[src/rtl/id_ex_stage_pkg.sv]
// rtl/id_ex_stage_pkg.sv - shared widths and control-bus bit indices for the ID/EX stage
//
// Purpose: one place for the control-bus layout so decode, ID/EX and execute
// agree on which bit means what.
//   WB bus : [REGWRITE, MEMTOREG]
//   M bus  : [BRANCH, MEMREAD, MEMWRITE]
//   EX bus : [JUMP, ALUSRC, ALUOP[1:0], REGDST]
package id_ex_stage_pkg;

  localparam int NB_DATA_DEF  = 32;
  localparam int NB_REG_DEF   = 5;
  localparam int NB_CTRL_WB   = 2;
  localparam int NB_CTRL_M    = 3;
  localparam int NB_CTRL_EX   = 5;
  localparam int NB_STALL_CNT = 16;

  // WB bus
  localparam int REGWRITE  = 1;
  localparam int MEMTOREG  = 0;
  // M bus
  localparam int BRANCH    = 2;
  localparam int MEMREAD   = 1;
  localparam int MEMWRITE  = 0;
  // EX bus
  localparam int JUMP      = 4;
  localparam int ALUSRC    = 3;
  localparam int ALUOP_MSB = 2;
  localparam int ALUOP_LSB = 1;
  localparam int REGDST    = 0;

  typedef logic [NB_STALL_CNT-1:0] stall_cnt_t;

endpackage

[src/rtl/id_ex_stage_hazard_detect.sv]
// rtl/id_ex_stage_hazard_detect.sv - combinational load-use hazard detector
//
// Purpose: flags when the instruction in execute is a load whose destination
// (rt) is read by the instruction waiting in decode.
// Ports:
//   ex_valid_i    execute stage holds a real instruction
//   ex_mem_read_i MemRead bit of the execute-stage instruction
//   ex_rt_i       load destination register
//   id_valid_i    decode stage holds a real instruction
//   id_rs_i/id_rt_i  decode-stage source registers
//   stall_o       load-use hazard present
module hazard_detect
  import id_ex_stage_pkg::*;
#(
  parameter int NB_REG = NB_REG_DEF
) (
  input  logic              ex_valid_i,
  input  logic              ex_mem_read_i,
  input  logic [NB_REG-1:0] ex_rt_i,
  input  logic              id_valid_i,
  input  logic [NB_REG-1:0] id_rs_i,
  input  logic [NB_REG-1:0] id_rt_i,
  output logic              stall_o
);

  logic rt_match;

  // Register 0 is hardwired to zero, so a load into it never creates a dependency.
  assign rt_match = (ex_rt_i != '0) && ((ex_rt_i == id_rs_i) || (ex_rt_i == id_rt_i));
  assign stall_o  = ex_valid_i && ex_mem_read_i && id_valid_i && rt_match;

endmodule

[src/rtl/id_ex_stage.sv]
// rtl/id_ex_stage.sv - ID/EX pipeline register with load-use stall and stall counter
//
// Purpose: captures decode-stage control and data for the execute stage,
// inserts a bubble on flush or load-use hazard, and counts stall cycles.
// Ports:
//   i_clk, i_rst          clock, asynchronous active-high reset
//   i_enable              global advance; 0 freezes all state
//   i_flush               squash the decode-stage instruction
//   i_valid               decode stage holds a real instruction
//   i_ctrl_*_bus          decode control buses (WB/M/EX)
//   i_pc_next, i_rs_data, i_rt_data, i_imm_ext, i_rs, i_rt, i_rd  decode data
//   o_*                   registered copies for execute
//   o_valid               execute stage holds a real instruction
//   o_stall               load-use hazard, holds PC and IF/ID upstream
//   o_stall_count         saturating count of stall cycles
module id_ex_stage
  import id_ex_stage_pkg::*;
#(
  parameter int NB_DATA    = NB_DATA_DEF,
  parameter int NB_REG     = NB_REG_DEF,
  parameter int NB_CTRL_WB = id_ex_stage_pkg::NB_CTRL_WB,
  parameter int NB_CTRL_M  = id_ex_stage_pkg::NB_CTRL_M,
  parameter int NB_CTRL_EX = id_ex_stage_pkg::NB_CTRL_EX
) (
  input  logic                  i_clk,
  input  logic                  i_rst,
  input  logic                  i_enable,
  input  logic                  i_flush,
  input  logic                  i_valid,
  input  logic [NB_CTRL_WB-1:0] i_ctrl_wb_bus,
  input  logic [NB_CTRL_M-1:0]  i_ctrl_mem_bus,
  input  logic [NB_CTRL_EX-1:0] i_ctrl_exc_bus,
  input  logic [NB_DATA-1:0]    i_pc_next,
  input  logic [NB_DATA-1:0]    i_rs_data,
  input  logic [NB_DATA-1:0]    i_rt_data,
  input  logic [NB_DATA-1:0]    i_imm_ext,
  input  logic [NB_REG-1:0]     i_rs,
  input  logic [NB_REG-1:0]     i_rt,
  input  logic [NB_REG-1:0]     i_rd,
  output logic [NB_CTRL_WB-1:0] o_ctrl_wb_bus,
  output logic [NB_CTRL_M-1:0]  o_ctrl_mem_bus,
  output logic [NB_CTRL_EX-1:0] o_ctrl_exc_bus,
  output logic [NB_DATA-1:0]    o_pc_next,
  output logic [NB_DATA-1:0]    o_rs_data,
  output logic [NB_DATA-1:0]    o_rt_data,
  output logic [NB_DATA-1:0]    o_imm_ext,
  output logic [NB_REG-1:0]     o_rs,
  output logic [NB_REG-1:0]     o_rt,
  output logic [NB_REG-1:0]     o_rd,
  output logic                  o_valid,
  output logic                  o_stall,
  output logic [15:0]           o_stall_count
);

  logic [NB_CTRL_WB-1:0] wb_q, wb_d;
  logic [NB_CTRL_M-1:0]  mem_q, mem_d;
  logic [NB_CTRL_EX-1:0] exc_q, exc_d;
  logic [NB_DATA-1:0]    pc_q, pc_d, rs_data_q, rs_data_d;
  logic [NB_DATA-1:0]    rt_data_q, rt_data_d, imm_q, imm_d;
  logic [NB_REG-1:0]     rs_q, rs_d, rt_q, rt_d, rd_q, rd_d;
  logic                  valid_q, valid_d;
  stall_cnt_t            stall_count_q, stall_count_d;
  logic                  stall;

  hazard_detect #(
    .NB_REG (NB_REG)
  ) u_hazard_detect (
    .ex_valid_i    (valid_q),
    .ex_mem_read_i (mem_q[MEMREAD]),
    .ex_rt_i       (rt_q),
    .id_valid_i    (i_valid),
    .id_rs_i       (i_rs),
    .id_rt_i       (i_rt),
    .stall_o       (stall)
  );

  always_comb begin
    wb_d          = wb_q;
    mem_d         = mem_q;
    exc_d         = exc_q;
    pc_d          = pc_q;
    rs_data_d     = rs_data_q;
    rt_data_d     = rt_data_q;
    imm_d         = imm_q;
    rs_d          = rs_q;
    rt_d          = rt_q;
    rd_d          = rd_q;
    valid_d       = valid_q;
    stall_count_d = stall_count_q;
    if (i_enable) begin
      // Data fields load unconditionally; only control and valid carry meaning in a bubble.
      pc_d      = i_pc_next;
      rs_data_d = i_rs_data;
      rt_data_d = i_rt_data;
      imm_d     = i_imm_ext;
      rs_d      = i_rs;
      rt_d      = i_rt;
      rd_d      = i_rd;
      if (i_flush || stall) begin
        wb_d    = '0;
        mem_d   = '0;
        exc_d   = '0;
        valid_d = 1'b0;
      end else begin
        wb_d    = i_valid ? i_ctrl_wb_bus  : '0;
        mem_d   = i_valid ? i_ctrl_mem_bus : '0;
        exc_d   = i_valid ? i_ctrl_exc_bus : '0;
        valid_d = i_valid;
      end
      // A flushed stall is not a stall the upstream actually paid for.
      if (stall && !i_flush && (stall_count_q != '1)) begin
        stall_count_d = stall_count_q + stall_cnt_t'(1);
      end
    end
  end

  always_ff @(posedge i_clk or posedge i_rst) begin
    if (i_rst) begin
      wb_q          <= '0;
      mem_q         <= '0;
      exc_q         <= '0;
      pc_q          <= '0;
      rs_data_q     <= '0;
      rt_data_q     <= '0;
      imm_q         <= '0;
      rs_q          <= '0;
      rt_q          <= '0;
      rd_q          <= '0;
      valid_q       <= 1'b0;
      stall_count_q <= '0;
    end else begin
      wb_q          <= wb_d;
      mem_q         <= mem_d;
      exc_q         <= exc_d;
      pc_q          <= pc_d;
      rs_data_q     <= rs_data_d;
      rt_data_q     <= rt_data_d;
      imm_q         <= imm_d;
      rs_q          <= rs_d;
      rt_q          <= rt_d;
      rd_q          <= rd_d;
      valid_q       <= valid_d;
      stall_count_q <= stall_count_d;
    end
  end

  assign o_ctrl_wb_bus  = wb_q;
  assign o_ctrl_mem_bus = mem_q;
  assign o_ctrl_exc_bus = exc_q;
  assign o_pc_next      = pc_q;
  assign o_rs_data      = rs_data_q;
  assign o_rt_data      = rt_data_q;
  assign o_imm_ext      = imm_q;
  assign o_rs           = rs_q;
  assign o_rt           = rt_q;
  assign o_rd           = rd_q;
  assign o_valid        = valid_q;
  assign o_stall        = stall;
  assign o_stall_count  = stall_count_q;

endmodule

[config.mk]
export PLATFORM = sky130hd
export DESIGN_NAME = id_ex_stage
export DESIGN_NICKNAME = d
export VERILOG_FILES = /design/src/rtl/id_ex_stage_pkg.sv /design/src/rtl/id_ex_stage_hazard_detect.sv /design/src/rtl/id_ex_stage.sv
export SDC_FILE = /design/constraint.sdc
export NUM_CORES = 1
export LEC_CHECK = 0
export BUFFER_PORTS_ARGS = -buffer_cell sky130_fd_sc_hd__buf_2
export CAP_MARGIN = 20
export CELL_PAD_IN_SITES_DETAIL_PLACEMENT = 1
export CELL_PAD_IN_SITES_GLOBAL_PLACEMENT = 2
export CORE_ASPECT_RATIO = 2
export CORE_UTILIZATION = 25
export DETAILED_ROUTE_END_ITERATION = 8
export GPL_TIMING_DRIVEN = 0
export PLACE_DENSITY_LB_ADDON = 0.1
export SYNTH_ARGS = -nofsm -noshare
export SYNTH_HDL_FRONTEND = slang
export SYNTH_SLANG_ARGS = --single-unit
[constraint.sdc]
create_clock -name i_clk -period 10.25 [get_ports i_clk]
set_input_delay 1.025 -clock i_clk [delete_from_list [all_inputs] [get_ports i_clk]]
set_output_delay 1.025 -clock i_clk [all_outputs]
set_load 0.02 [all_outputs]
==> results.cfg <==
[clock_tree]
cts_resized = 0
cts_buffer_depth = 2
insertion_delay_ns = 0.44
cts-hold-fix-buffers = 0
tritoncts = yes
cts_setup_buffers = 0
clkSinkCount = 170
h-tree-depth = 4
cts.clk_slew.worst_paths_ns = 0.06
root_buffer = clkbuf_16
numCtsBuffers = 17

[pwr]
leakage_nw = 4.52
power_frac_clock_pct = 39.8
p_seq_share_pct = 43.8
switching_share_pct = 27.0
combPwrFrac_pct = 16.4
finalPower_w = 0.00174
power_switching_w = 0.000471
peakVddDrop_v = 0.000106
p_per_area_mw_per_mm2 = 186
power.internal_w = 0.00127

[critical_path]
reg2reg_depth = 5
crit_fanout = 10
path_cells = buf_2 > xnor2_1 > nand3_1 > o22ai_1 > buf_2 > and2_1 > buf_2
crit_type = input port to primary output
cp_common_cell = buf_2
r2r_setup_slack_ns = 8.06
crit_path_top_delay_cell = o22ai_1
cpPeakStageDelay_ns = 0.66
worstReg2RegStart = o_rt[2]$_DFFE_PP0P_
worstSetupPathDepth = 7
cp_top_family = compound AO/OA/AOI/OAI gates
start_kind = input port
r2r-end = o_stall_count[9]$_DFFE_PP0P_
timing.critical_path.buf_inv = 3
worstPathArrival_ns = 2.71
crit_required_ns = 9.23
worst_setup_path_end_kind = primary output

[worst_hold_path]
worstHoldPathType = flop to flop
min_to = o_rs_data[30]$_DFFE_PP0P_
hold_path_startpoint = o_rs_data[30]$_DFFE_PP0P_
hold_depth = 1

[floorplan]
std_cell_rows = 84
core_area_mm2 = 0.0262
die_x_um = 117
start_util_pct = 25.4
dieArea_mm2 = 0.0272
die_height_um = 232
io_pins = 329

[grt]
grt_util_met1_pct = 14.8
antenna_found_initial = 6
met2_usage_pct = 31.1
grt_first_pass_wirelength_um = 31900
first_global_vias = 5498
grt_overflow = 0
grt_use_met3_pct = 5.18
grt_max_degree = 102
grt_busiest_layer = met2
grt_usage_pct = 16.3

[synthesis]
synth_seq_cells = 170
postSynthCellCount = 424
synth.top_cell.area_share_pct = 64.1
syn_area_mm2 = 0.00664
netlist_top_cells_area = dfrtp_1, mux2_2, xnor2_1, a22o_2, nand3_1
ys_warn_count = 0
avgSynthCellArea_um2 = 15.7
synthesis.nets = 583
synth_top_area_cell = dfrtp_1
synth.distinct_cells = 35
yosysSeqAreaShare_pct = 64.1

[placed_design]
hpwl_um = 16500
globalplace.congestion = 0.785
dp_worst_setup_slack_ns = 6.49
place_area_mm2 = 0.00874
io_buffers = 327

[route]
ant_nets = 0
route.detailed.drc = 0
wl_um = 21100
via_per_inst = 4.28
wire_per_inst_um = 18.7
num_vias = 4840
first_iter_violations = 147
drt-pass1-iter-count = 4

[finish]
mostFrequentLayoutCells = buf_2, dfrtp_1, mux2_2
seqCellArea_mm2 = 0.00425
fin_util_pct = 35.8
final_cell_area_mm2 = 0.00938
multi_input_area_mm2 = 0.00228
area_growth_pct = 41.3
n_fill_cell = 2877
layout.nets = 930
final_common_cell = buf_2
drive_gt1_share_pct = 66.5

[sta]
setup_tns_ns = 0
tightest_slew_ns = 0.828
max_slew_margin_pct = 44.8
skew_ns = 0.00517
fin_ws_ns = 6.52
fin_crit_ns = 3.73
finalSetupViolations = 0
period_share_pct = 36.4
drv_slew = 0
fmax_mhz = 268
rsz0062_at_grt = no
finalHoldViolCount = 0

[outcome]
status = finished, final reports clean

[job]
drv_cap = 0
-- stage by stage --
stage,std cells,hold WS [ns]
after global placement,1095,0.485
after CTS,1127,0.506
after global routing,1130,0.514
final,1132,0.502
after detailed placement,1096,0.491
after floorplan,424,0.541
-- flip-flops by register name, summed over array words and instances, names as in the netlist --
register,flops
o_valid,1
o_ctrl_exc_bus,5
o_rs_data,32
o_rt,5
o_ctrl_wb_bus,2
o_rs,5
o_imm_ext,32
o_rt_data,32
o_stall_count,16
o_rd,5
o_ctrl_mem_bus,3
o_pc_next,32
-- worst reg2reg max path, stage by stage (launching register included) --
cell     delay [ns]
dfrtp_1        0.44
xnor2_1        0.19
nand3_1        0.10
o22ai_1        0.66
nor4b_2        0.53
xor2_1         0.19
-- cell families (layout without fill, tap and decap cells) --
| family | count (synthesis) | in the layout | synth area share, % |
|---|---|---|---|
| AOI/OAI and AO/OA | 16 | 16 | 2.47 |
| xor gates and xnor gates | 25 | 25 | 3.30 |
| adders and majority gates | 1 | 1 | 0.189 |
| buffers and inverters | 22 | 381 | 1.49 |
| DFF | 170 | 170 | 64.1 |
| muxes | 144 | 144 | 24.4 |
| other | 0 | 5 | 0 |
| and+or+nand+nor | 46 | 46 | 4.02 |
-- worst max-delay path by stage --
stage	end	startpoint	slack, ns
after global routing	o_stall	i_rs[2]	6.33
after detailed placement	o_stall	i_rs[4]	6.49
final	o_stall	i_rs[2]	6.52
after CTS	o_stall	i_rs[4]	6.47
after global placement	o_imm_ext[10]$_DFFE_PP0P_	i_rst	2.51
after floorplan	o_ctrl_exc_bus[0]$_DFFE_PP0P_	i_rst	4.62
-- metal layers --
layer / share of wire (%) / wire length, um
met3: 6.4 / 1360
met4: 2.8 / 601
met1: 31 / 6550
met5: 0.038 / 8
met2: 60 / 12600
-- cells in the mapped netlist --
| cell | number |
|---|---|
| clkbuf_1 | 16 |
| nor4b_2 | 1 |
| a22o_2 | 9 |
| and3b_1 | 1 |
| xnor2_1 | 21 |
| ha_1 | 1 |
| nor2_1 | 3 |
| mux2_1 | 1 |
| o22ai_1 | 1 |
| inv_1 | 2 |
| o41ai_2 | 1 |
| a22o_1 | 1 |
| or4_4 | 1 |
| a21oi_2 | 1 |
| and3_1 | 2 |
| buf_6 | 1 |
| nand3b_1 | 1 |
| o2111a_1 | 1 |
| nand3_1 | 13 |
| mux2_2 | 143 |
| dfrtp_1 | 170 |
| nor2_2 | 1 |
| o2111ai_2 | 1 |
| and2b_1 | 1 |
| nand4_1 | 7 |
| buf_4 | 2 |
| or3_1 | 1 |
| and2_1 | 1 |
| nor3_1 | 2 |
| nor4b_1 | 2 |
| nand2_1 | 8 |
| buf_2 | 1 |
| a21o_1 | 1 |
| nor3b_1 | 1 |
| xor2_1 | 4 |
-- power groups by stage --
stage | Sequential (W) | Clock (W) | Combinational, W
final | 0.000763 | 0.000693 | 0.000286
after global routing | 0.000771 | 0.000746 | 0.000308
after CTS | 0.000764 | 0.000722 | 0.000294
after detailed placement | 0.000775 | 0 | 0.000294
after global placement | 0.000772 | 0 | 0.000287
after floorplan | 0.000847 | 0 | 0.0000908
-- layout make-up --
cell class,count,area share (%)
tap,344,4.59
sequential,170,45.4
buffer,20,0.974
multi-input combinational,232,24.4
clock inverter,11,1.80
clock buffer,20,4.87
timing repair buffer,328,17.7
inverter,2,0.160
antenna,5,0.133
(Power assumes the default switching activity.)
